## src/rtl/mem_stage.sv

```systemverilog
// Purpose: MEM pipeline stage; issues load/store to data memory, forwards ALU results to write-back, tracks branch decision.
// Latency: 1 cycle for non-memory ops; 2+N cycles for memory ops (N = wait cycles before mem_ack), bounded by TIMEOUT.
// Backpressure: stall holds upstream registers while a memory op waits; drops the op and sets sticky mem_error on timeout.
module mem_stage #(
    parameter logic [3:0]  OP_LD   = 4'h8,
    parameter logic [3:0]  OP_ST   = 4'h9,
    parameter logic [3:0]  OP_BEQ  = 4'hA,
    parameter int unsigned TIMEOUT = 16
) (
    input  logic        clock,
    input  logic        reset,
    input  logic        in_valid,
    input  logic [3:0]  opcode,
    input  logic        aluZERO,
    input  logic [15:0] aluRESULT,
    input  logic [15:0] dataRFOut2,
    output logic        stall,
    output logic        mem_req,
    output logic        mem_we,
    output logic [15:0] mem_addr,
    output logic [15:0] mem_wdata,
    input  logic        mem_ack,
    input  logic [15:0] mem_rdata,
    output logic        wb_valid,
    output logic [3:0]  wb_opcode,
    output logic [15:0] wb_data,
    output logic        branch_taken,
    output logic        mem_error
);

    // Last wait-counter value before the request is abandoned.
    localparam logic [7:0] CNT_LAST = 8'(TIMEOUT - 1);

    typedef enum logic {
        S_IDLE = 1'b0,
        S_REQ  = 1'b1
    } state_t;

    state_t      r_state;
    state_t      w_state_nxt;
    logic [7:0]  r_cnt;

    logic        r_mem_req;
    logic        r_mem_we;
    logic [15:0] r_mem_addr;
    logic [15:0] r_mem_wdata;
    logic        r_wb_valid;
    logic [3:0]  r_wb_opcode;
    logic [15:0] r_wb_data;
    logic        r_branch_taken;
    logic        r_mem_error;

    logic        w_is_mem;
    logic        w_beq;
    logic        w_stall;
    logic        w_issue;   // IDLE -> REQ with a new memory op
    logic        w_wait;    // REQ, still waiting for ack
    logic        w_done;    // REQ, ack received this cycle
    logic        w_tmo;     // REQ, wait budget exhausted without ack
    logic        w_pass;    // IDLE, non-memory op (or bubble) flows to WB

    assign w_is_mem = in_valid && ((opcode == OP_LD) || (opcode == OP_ST));
    assign w_beq    = in_valid && (opcode == OP_BEQ) && aluZERO;

    // Next-state and per-cycle event decode; ack beats timeout in the final wait cycle.
    always_comb begin
        w_state_nxt = r_state;
        w_stall     = 1'b0;
        w_issue     = 1'b0;
        w_wait      = 1'b0;
        w_done      = 1'b0;
        w_tmo       = 1'b0;
        w_pass      = 1'b0;
        case (r_state)
            S_IDLE: begin
                if (w_is_mem) begin
                    w_stall     = 1'b1;
                    w_issue     = 1'b1;
                    w_state_nxt = S_REQ;
                end else begin
                    w_pass = 1'b1;
                end
            end
            S_REQ: begin
                if (mem_ack) begin
                    w_done      = 1'b1;
                    w_state_nxt = S_IDLE;
                end else if (r_cnt == CNT_LAST) begin
                    w_tmo       = 1'b1;
                    w_state_nxt = S_IDLE;
                end else begin
                    w_stall = 1'b1;
                    w_wait  = 1'b1;
                end
            end
            default: begin
                w_state_nxt = S_IDLE;
            end
        endcase
    end

    // Stall is forced low while reset is held so upstream is never frozen by a stale decode.
    assign stall = w_stall & reset;

    // State register and wait counter; counter saturates naturally because it only counts below CNT_LAST.
    always_ff @(posedge clock or negedge reset) begin
        if (!reset) begin
            r_state <= S_IDLE;
            r_cnt   <= 8'd0;
        end else begin
            r_state <= w_state_nxt;
            if (w_issue) begin
                r_cnt <= 8'd0;
            end else if (w_wait) begin
                r_cnt <= r_cnt + 8'd1;
            end
        end
    end

    // Memory request interface; address/data/we are captured once at issue and held stable.
    always_ff @(posedge clock or negedge reset) begin
        if (!reset) begin
            r_mem_req   <= 1'b0;
            r_mem_we    <= 1'b0;
            r_mem_addr  <= 16'h0000;
            r_mem_wdata <= 16'h0000;
        end else if (w_issue) begin
            r_mem_req   <= 1'b1;
            r_mem_we    <= (opcode == OP_ST);
            r_mem_addr  <= aluRESULT;
            r_mem_wdata <= dataRFOut2;
        end else if (w_done || w_tmo) begin
            r_mem_req <= 1'b0;
        end
    end

    // MEM/WB register; every edge updates wb_valid, and branch_taken tracks it.
    always_ff @(posedge clock or negedge reset) begin
        if (!reset) begin
            r_wb_valid     <= 1'b0;
            r_wb_opcode    <= 4'h0;
            r_wb_data      <= 16'h0000;
            r_branch_taken <= 1'b0;
        end else if (w_pass) begin
            r_wb_valid     <= in_valid;
            r_wb_opcode    <= opcode;
            r_wb_data      <= aluRESULT;
            r_branch_taken <= w_beq;
        end else if (w_done) begin
            r_wb_valid     <= 1'b1;
            r_wb_opcode    <= opcode;
            r_wb_data      <= r_mem_we ? 16'h0000 : mem_rdata;
            r_branch_taken <= w_beq;
        end else begin
            r_wb_valid     <= 1'b0;
            r_branch_taken <= 1'b0;
        end
    end

    // Sticky timeout flag, cleared only by reset.
    always_ff @(posedge clock or negedge reset) begin
        if (!reset) begin
            r_mem_error <= 1'b0;
        end else if (w_tmo) begin
            r_mem_error <= 1'b1;
        end
    end

    assign mem_req      = r_mem_req;
    assign mem_we       = r_mem_we;
    assign mem_addr     = r_mem_addr;
    assign mem_wdata    = r_mem_wdata;
    assign wb_valid     = r_wb_valid;
    assign wb_opcode    = r_wb_opcode;
    assign wb_data      = r_wb_data;
    assign branch_taken = r_branch_taken;
    assign mem_error    = r_mem_error;

endmodule
```

## config.mk

```make
export PLATFORM = sky130hd
export DESIGN_NAME = mem_stage
export DESIGN_NICKNAME = d
export VERILOG_FILES = /design/src/rtl/mem_stage.sv
export SDC_FILE = /design/constraint.sdc
export NUM_CORES = 1
export LEC_CHECK = 0
export CAP_MARGIN = 20
export CORE_MARGIN = 3
export CORE_UTILIZATION = 25
export DETAILED_ROUTE_END_ITERATION = 7
export GPL_TIMING_DRIVEN = 0
export SYNTH_ARGS = -nofsm -noshare
export SYNTH_HDL_FRONTEND = slang
export SYNTH_SLANG_ARGS = --single-unit
```

## constraint.sdc

```tcl
create_clock -name clock -period 2.7 [get_ports clock]
set_clock_uncertainty 0.2 [all_clocks]
set_input_delay 0.54 -clock clock [delete_from_list [all_inputs] [get_ports clock]]
set_output_delay 0.54 -clock clock [all_outputs]
set_load 0.01 [all_outputs]
```

==> metrics.md, run 1 <==
| Metric | Value |
|---|---|
| Layout Nets | `388` |
| Highest Signal Layer | `met4` |
| H-tree levels | `3` |
| Synthesis Warnings | `0` |
| Die area | `0.0123 sq mm` |
| Internal power | `1990 uW` |
| Max Cap Viol | `0` |
| HP Class | `primary input to asynchronous set/reset pin` |
| Number of global-route vias before repair | `2,335` |
| Die X | `111 um` |
| Critical path class | `primary input to output port` |
| CTS Root Cell | `clkbuf_8` |
| Power Dens Cells | `630 mW/mm^2` |
| Met3 WL | `611 um` |
| Core area | `0.0105 sq mm` |
| Top_reg_cell synth | `dfrtp_1` |
| Comb pwr share | `0.260` |
| Worst vdd ir | `0.000185 V` |
| Hold slack | `0.115 ns` |
| Initial Util | `0.262` |
| RSZ-0062 raised after global routing | `no` |
| Gp weighted congestion | `0.760` |
| Detailed Route WL | `7.37 mm` |
| Setup-failing EPs final | `0` |
| Via count | `2,135` |
| Initial DRC count | `53` |
| Worst slew pin tran | `0.854 ns` |
| Clock slew at reported path FFs | `0.07 ns` |
| Crit path max fanout | `10` |
| Metal-1 WL | `3.41 mm` |
| Share of cells above drive strength 1 | `0.207` |
| # clock sinks | `66` |
| Drt first pass iters | `4` |
| Cts bufs inserted | `9` |
| Status | `completed` |
| N_diodes | `0` |
| Die Y | `111 um` |
| Max Slew Vio Count | `0` |
| Final ANT Viol Nets | `0` |
| Initial antenna violation count | `0` |
| Reg2Reg Depth | `4` |
| Register area share after synthesis | `0.599` |
| Post-synthesis cell count | `201` |
| Switching power | `718 uW` |
| Avg Cell Area, Syn | `13.7 sq um` |
| Tmin final | `2.60 ns` |
| Worst r2r dst | `wb_data[11]` |
| P_leak | `0.00185 uW` |
| Final Hold Viols | `0` |
| Met2 WL post-DR | `3.31 mm` |
| Clock share of power | `0.282` |
| Final Cycle Share | `0.962` |
| Drt drc | `0` |
| Number of synthesized register bits | `66` |
| Crit path arrival time | `1.86 ns` |
| Async set-reset flop share out of synthesis | `1.00` |
| Post-layout util | `0.409` |
| Pin count of the biggest net entering global routing | `68` |
| Wire per inst | `15.7 um` |
| Slew HR | `0.431` |
| Setup crit start kind | `primary input` |
| Global-route wire length before repair | `12.4 mm` |
| Sw Share | `0.265` |
| Crit. End Element | `output port` |
| Fillers | `1,055` |
| IO buf count | `114` |
| Total GRT Usage | `0.125` |
| Post-synth EDFFs | `0` |
| Multi-input logic area | `0.00105 sq mm` |
| Most frequent cells in the layout | `clkdlybuf4s50_1 (111), dfrtp_1 (66), mux2_2 (36), and2_1 (16), a221o_1 (16)` |
| DP HPWL | `5.16 mm` |
| Clock latency at the later pin of the worst-skew pair | `0.33 ns` |
| CTS tree | `built` |
| Clock Path Buffers | `2` |
| RR Startpoint | `r_state` |
| Io pins | `115` |
| Fmax achieved | `0.385 GHz` |
| Synthesized area | `0.00276 sq mm` |
| Sequential share of power | `0.458` |
| Worst path required time | `1.96 ns` |
| Syn Nets | `259` |
| Vias/cell | `4.55` |
| Synth unique cells | `35` |
| # rows | `37` |
| Most common cell after layout, fill and taps aside | `clkdlybuf4s50_1` |
| Syn-to-layout area delta | `55.9%` |
| Setup slack, reg-to-reg | `0.67 ns` |
| GRT overflow | `0` |
| Reg area | `0.00165 sq mm` |
sequential cells by signal (all words and copies together), names as in the netlist:
name	count
mem_we	1
mem_wdata	16
mem_req	1
r_cnt	8
wb_valid	1
wb_data	16
mem_addr	16
r_state	1
mem_error	1
branch_taken	1
wb_opcode	4
power groups by stage:
stage	Sequential [uW]	Clock [uW]	Combinational, uW
6_report	1240	764	703
5_1_grt	1260	845	761
4_1_cts	1240	803	719
3_5_place_dp	1260	0	712
3_3_place_gp	1250	0	707
2_1_floorplan	1320	0	194
what timing repair did:
| item | 4_1_cts | 5_1_grt |
|---|---|---|
| endpoints found under the setup margin | 1 | 1 |
| hold buffers | 0 | 0 |
| resized for setup | 12 | 2 |
| pin swaps | 3 | 1 |
| setup buffers | 3 | 1 |
cell families (layout without fill, tap and decap cells):
logic type,Yosys count,count (layout),synth area share
AND/OR/NAND/NOR,40,40,0.0962
buffers and inverters,15,147,0.0272
adder cells (fa/ha/maj),1,1,0.00454
flip-flops,66,66,0.599
AO/OA/AOI/OAI,38,38,0.108
multiplexers,41,41,0.165
cells in the mapped netlist, drive strengths merged (2+ instances only):
library cell	instances	area share
mux2i	5	0.018
dfrtp	66	0.60
o31ai	2	0.0054
o21ai	11	0.021
nor3	2	0.0054
mux2	36	0.15
nor2b	2	0.0045
a21oi	4	0.0073
nand2	4	0.0064
nand4b	3	0.0095
a221o	16	0.058
nor2	2	0.0027
inv	6	0.0082
and2	16	0.036
or4	2	0.0054
nand4	2	0.0045
nand3	2	0.0036
buf	8	0.018
per-layer routing:
| layer | track usage | up-vias |
|---|---|---|
| li1 | - | 1003 |
| met1 | 0.170 | 1046 |
| met2 | 0.182 | 81 |
| met3 | 0.0480 | 5 |
| met4 | 0.0411 | 0 |
| met5 | 0 | - |
cell type report:
type,count,share of cell area
plain buffers,9,0.0146
repair buffers,118,0.271
multi-input cells,120,0.244
clock inverters,2,0.00291
clock buffers,12,0.0384
inverters,6,0.00524
well taps,136,0.0396
flip-flops and latches,66,0.384
through the flow:
| step | TNS, ns | power [uW] | instances | setup WS [ns] | area, sq um |
|---|---|---|---|---|---|
| 6_report | 0 | 2710 | 469 | 0.103 | 4300 |
| 5_1_grt | 0 | 2870 | 469 | 0.0160 | 4300 |
| 4_1_cts | 0 | 2760 | 468 | 0.0479 | 4280 |
| 3_5_place_dp | -1.70 | 1970 | 451 | -0.645 | 4070 |
| 3_3_place_gp | -101.86 | 1960 | 451 | -2.25 | 4070 |
| 2_1_floorplan | 0 | 1510 | 201 | 0.482 | 2760 |
worst max path at each step:
stage               from  endpoint  slack, ns  cells past startpoint
4_1_cts        opcode[2]     stall       0.05                      6
3_5_place_dp    in_valid     stall      -0.65                      6
3_3_place_gp       reset     stall      -2.25                      3
2_1_floorplan  opcode[2]     stall       0.48                      4
5_1_grt        opcode[2]     stall       0.02                      6
6_report       opcode[3]     stall       0.10                      6
worst max-delay path: stages:
cell and delay [ns]:
clkdlybuf4s50_1 0.52, and4bb_2 0.29, nand2_4 0.07, buf_8 0.15, a21boi_1 0.13, buf_2 0.15
No activity file was read; power rests on OpenSTA's default activity.
==> run 2: changes to the inputs <==
- REMOVE_ABC_BUFFERS: default -> 1
- SLEW_MARGIN: default -> 25
==> run 2 against run 1 <==
  * Utilization up 0.54 points
  * First-iteration DRC count rose by 30%
  * Wire length is 5.2% higher
  * Flip-flop and latch count stayed put
  * Worst hold slack gained 0.18 ns
  * Cell count is the same
  * Combinational power up 2%
  * Final area increased by 1.3%
  * Via count is 0.98% higher
  * Global-route usage is 0.35 points higher
==> metrics.md, run 2 (synthesized netlist as in run 1, its figures left out) <==
| Metric | Value |
|---|---|
| Final TNS setup | `0 ns` |
| Critical path class | `register to output port` |
| Most frequent cells in the layout | `clkdlybuf4s50_1 (110), dfrtp_1 (66), mux2_2 (36), and2_1 (16), a221o_1 (16)` |
| Via count | `2,156` |
| Number of global-route vias before repair | `2,332` |
| Worst path bufs/invs | `1` |
| Worst slew pin tran | `0.732 ns` |
| P_leak | `0.00187 uW` |
| Drt drc | `0` |
| Syn-to-layout area delta | `57.9%` |
| Final ANT Viol Nets | `0` |
| Final Cycle Share | `0.969` |
| Global-route wire length before repair | `12.6 mm` |
| Initial antenna violation count | `1` |
| Cell Count Post-Placement | `444` |
| # clock sinks | `66` |
| HP Class | `register to register` |
| Clock slew at reported path FFs | `0.07 ns` |
| Total GRT Usage | `0.128` |
| Crit path arrival time | `1.88 ns` |
| Initial DRC count | `69` |
| Critical path's largest stage delay | `0.61 ns` |
| Fmax achieved | `0.382 GHz` |
| Wire per inst | `16.5 um` |
| Setup crit start kind | `register` |
| Cts bufs inserted | `9` |
| Die area | `0.0123 sq mm` |
| Pwr Total | `2670 uW` |
| Die Y | `111 um` |
| CTS Root Cell | `clkbuf_8` |
| Crit path max fanout | `6` |
| RSZ-0062 raised after global routing | `no` |
| H-tree levels | `3` |
| CTS tree | `built` |
| Most common cell after layout, fill and taps aside | `clkdlybuf4s50_1` |
| Power Dens Cells | `614 mW/mm^2` |
| CP cell instances | `or4_4 -> o21ai_4 -> a21boi_2 -> clkdlybuf4s15_2` |
| Share of cells above drive strength 1 | `0.207` |
| # rows | `37` |
| Initial Util | `0.262` |
| Drt first pass iters | `4` |
| Crit. End Element | `output port` |
| Clock latency at the later pin of the worst-skew pair | `0.33 ns` |
| DP HPWL | `5.13 mm` |
| Max Slew Vio Count | `0` |
| Setup-failing EPs final | `0` |
| IO buf count | `114` |
| Gp weighted congestion | `0.775` |
| Tmin final | `2.62 ns` |
| Vias/cell | `4.60` |
| Final Hold Viols | `0` |
| Io pins | `115` |
| Worst slack, placed | `-0.956 ns` |
| GRT overflow | `0` |
| Post-layout util | `0.414` |
| Finished Layout Cells | `469` |
| Status | `completed` |
| Core area | `0.0105 sq mm` |
| N_diodes | `0` |
| Die X | `111 um` |
| Detailed Route WL | `7.76 mm` |
| Worst path required time | `1.96 ns` |
| Pin count of the biggest net entering global routing | `49` |
| Worst setup margin | `0.0835 ns` |
| Max Cap Viol | `0` |
| Worst vdd ir | `0.000277 V` |
| Critical Path Slowest Stage Cell | `or4_4` |
| Critical path's top delay family | `simple AND/OR/NAND/NOR gates` |
| Layout Nets | `386` |
| Clock Path Buffers | `2` |
| Slew HR | `0.512` |
## run 2: cell type report
cell class / instances / area [sq um]
tap: 136 / 170
clock buffer: 13 / 149
clock inverter: 3 / 15.0
inverter: 6 / 22.5
multi-input combinational: 121 / 1080
timing repair buffer: 124 / 1260
sequential: 66 / 1650
fill: 1024 / 6160
## run 2: worst paths after layout
path | slack (ns) | depth (start not counted) | endpoint | start
max | 0.08 | 4 | stall | r_cnt[4]
min | 0.29 | 2 | mem_error | mem_error
max reg2reg | 0.45 | 3 | wb_opcode[0] | r_state
min reg2reg | 0.29 | 2 | mem_error | mem_error
max in group asynchronous | 1.28 | 3 | mem_addr[13] | reset
min in group asynchronous | 0.55 | 3 | wb_data[0] | reset
## run 2: per-stage QoR
stage                     cell area (sq um)  hold WS, ns
after floorplan                        2700       0.0444
after global placement                 4020        0.258
after detailed placement               4050        0.249
after CTS                              4300        0.290
after global routing                   4350        0.316
final                                  4350        0.291
## run 2: report_power, final
part	total, uW	internal (uW)	switching [uW]	leakage (uW)
clock network	712	355	357	0.0000872
registers	1250	1150	98.9	0.000799
logic	715	452	263	0.000979
total	2670	1950	718	0.00187
## run 2: per-layer routing
| layer | track usage | part of all wire | vias up |
|---|---|---|---|
| met3 | 0.0437 | 0.062 | 8 |
| met5 | 0 | 0.0017 | - |
| li1 | - | - | 1006 |
| met2 | 0.212 | 0.49 | 70 |
| met4 | 0.0394 | 0.0088 | 2 |
| met1 | 0.159 | 0.44 | 1070 |
## run 2: what timing repair did
item / 4_1_cts / 5_1_grt
hold buffers: 2 / 0
resized for setup: 11 / 4
pin swaps: 3 / 1
buffers inserted: 2 / 3
gates cloned: 1 / 1
endpoints found under the setup margin: 1 / 1
hold endpoints to repair: 19 / 0
## run 2: worst reg2reg max path, stage by stage, from the launching register on
cell and delay (ns):
dfrtp_1 0.52, inv_1 0.38, a21o_1 0.65, mux2_2 0.41
==> run 3: changes to the inputs <==
- TNS_END_PERCENT: default -> 100
==> results of run 3 <==
No change in the layout: final DEF, timing and power equal those of run 2.
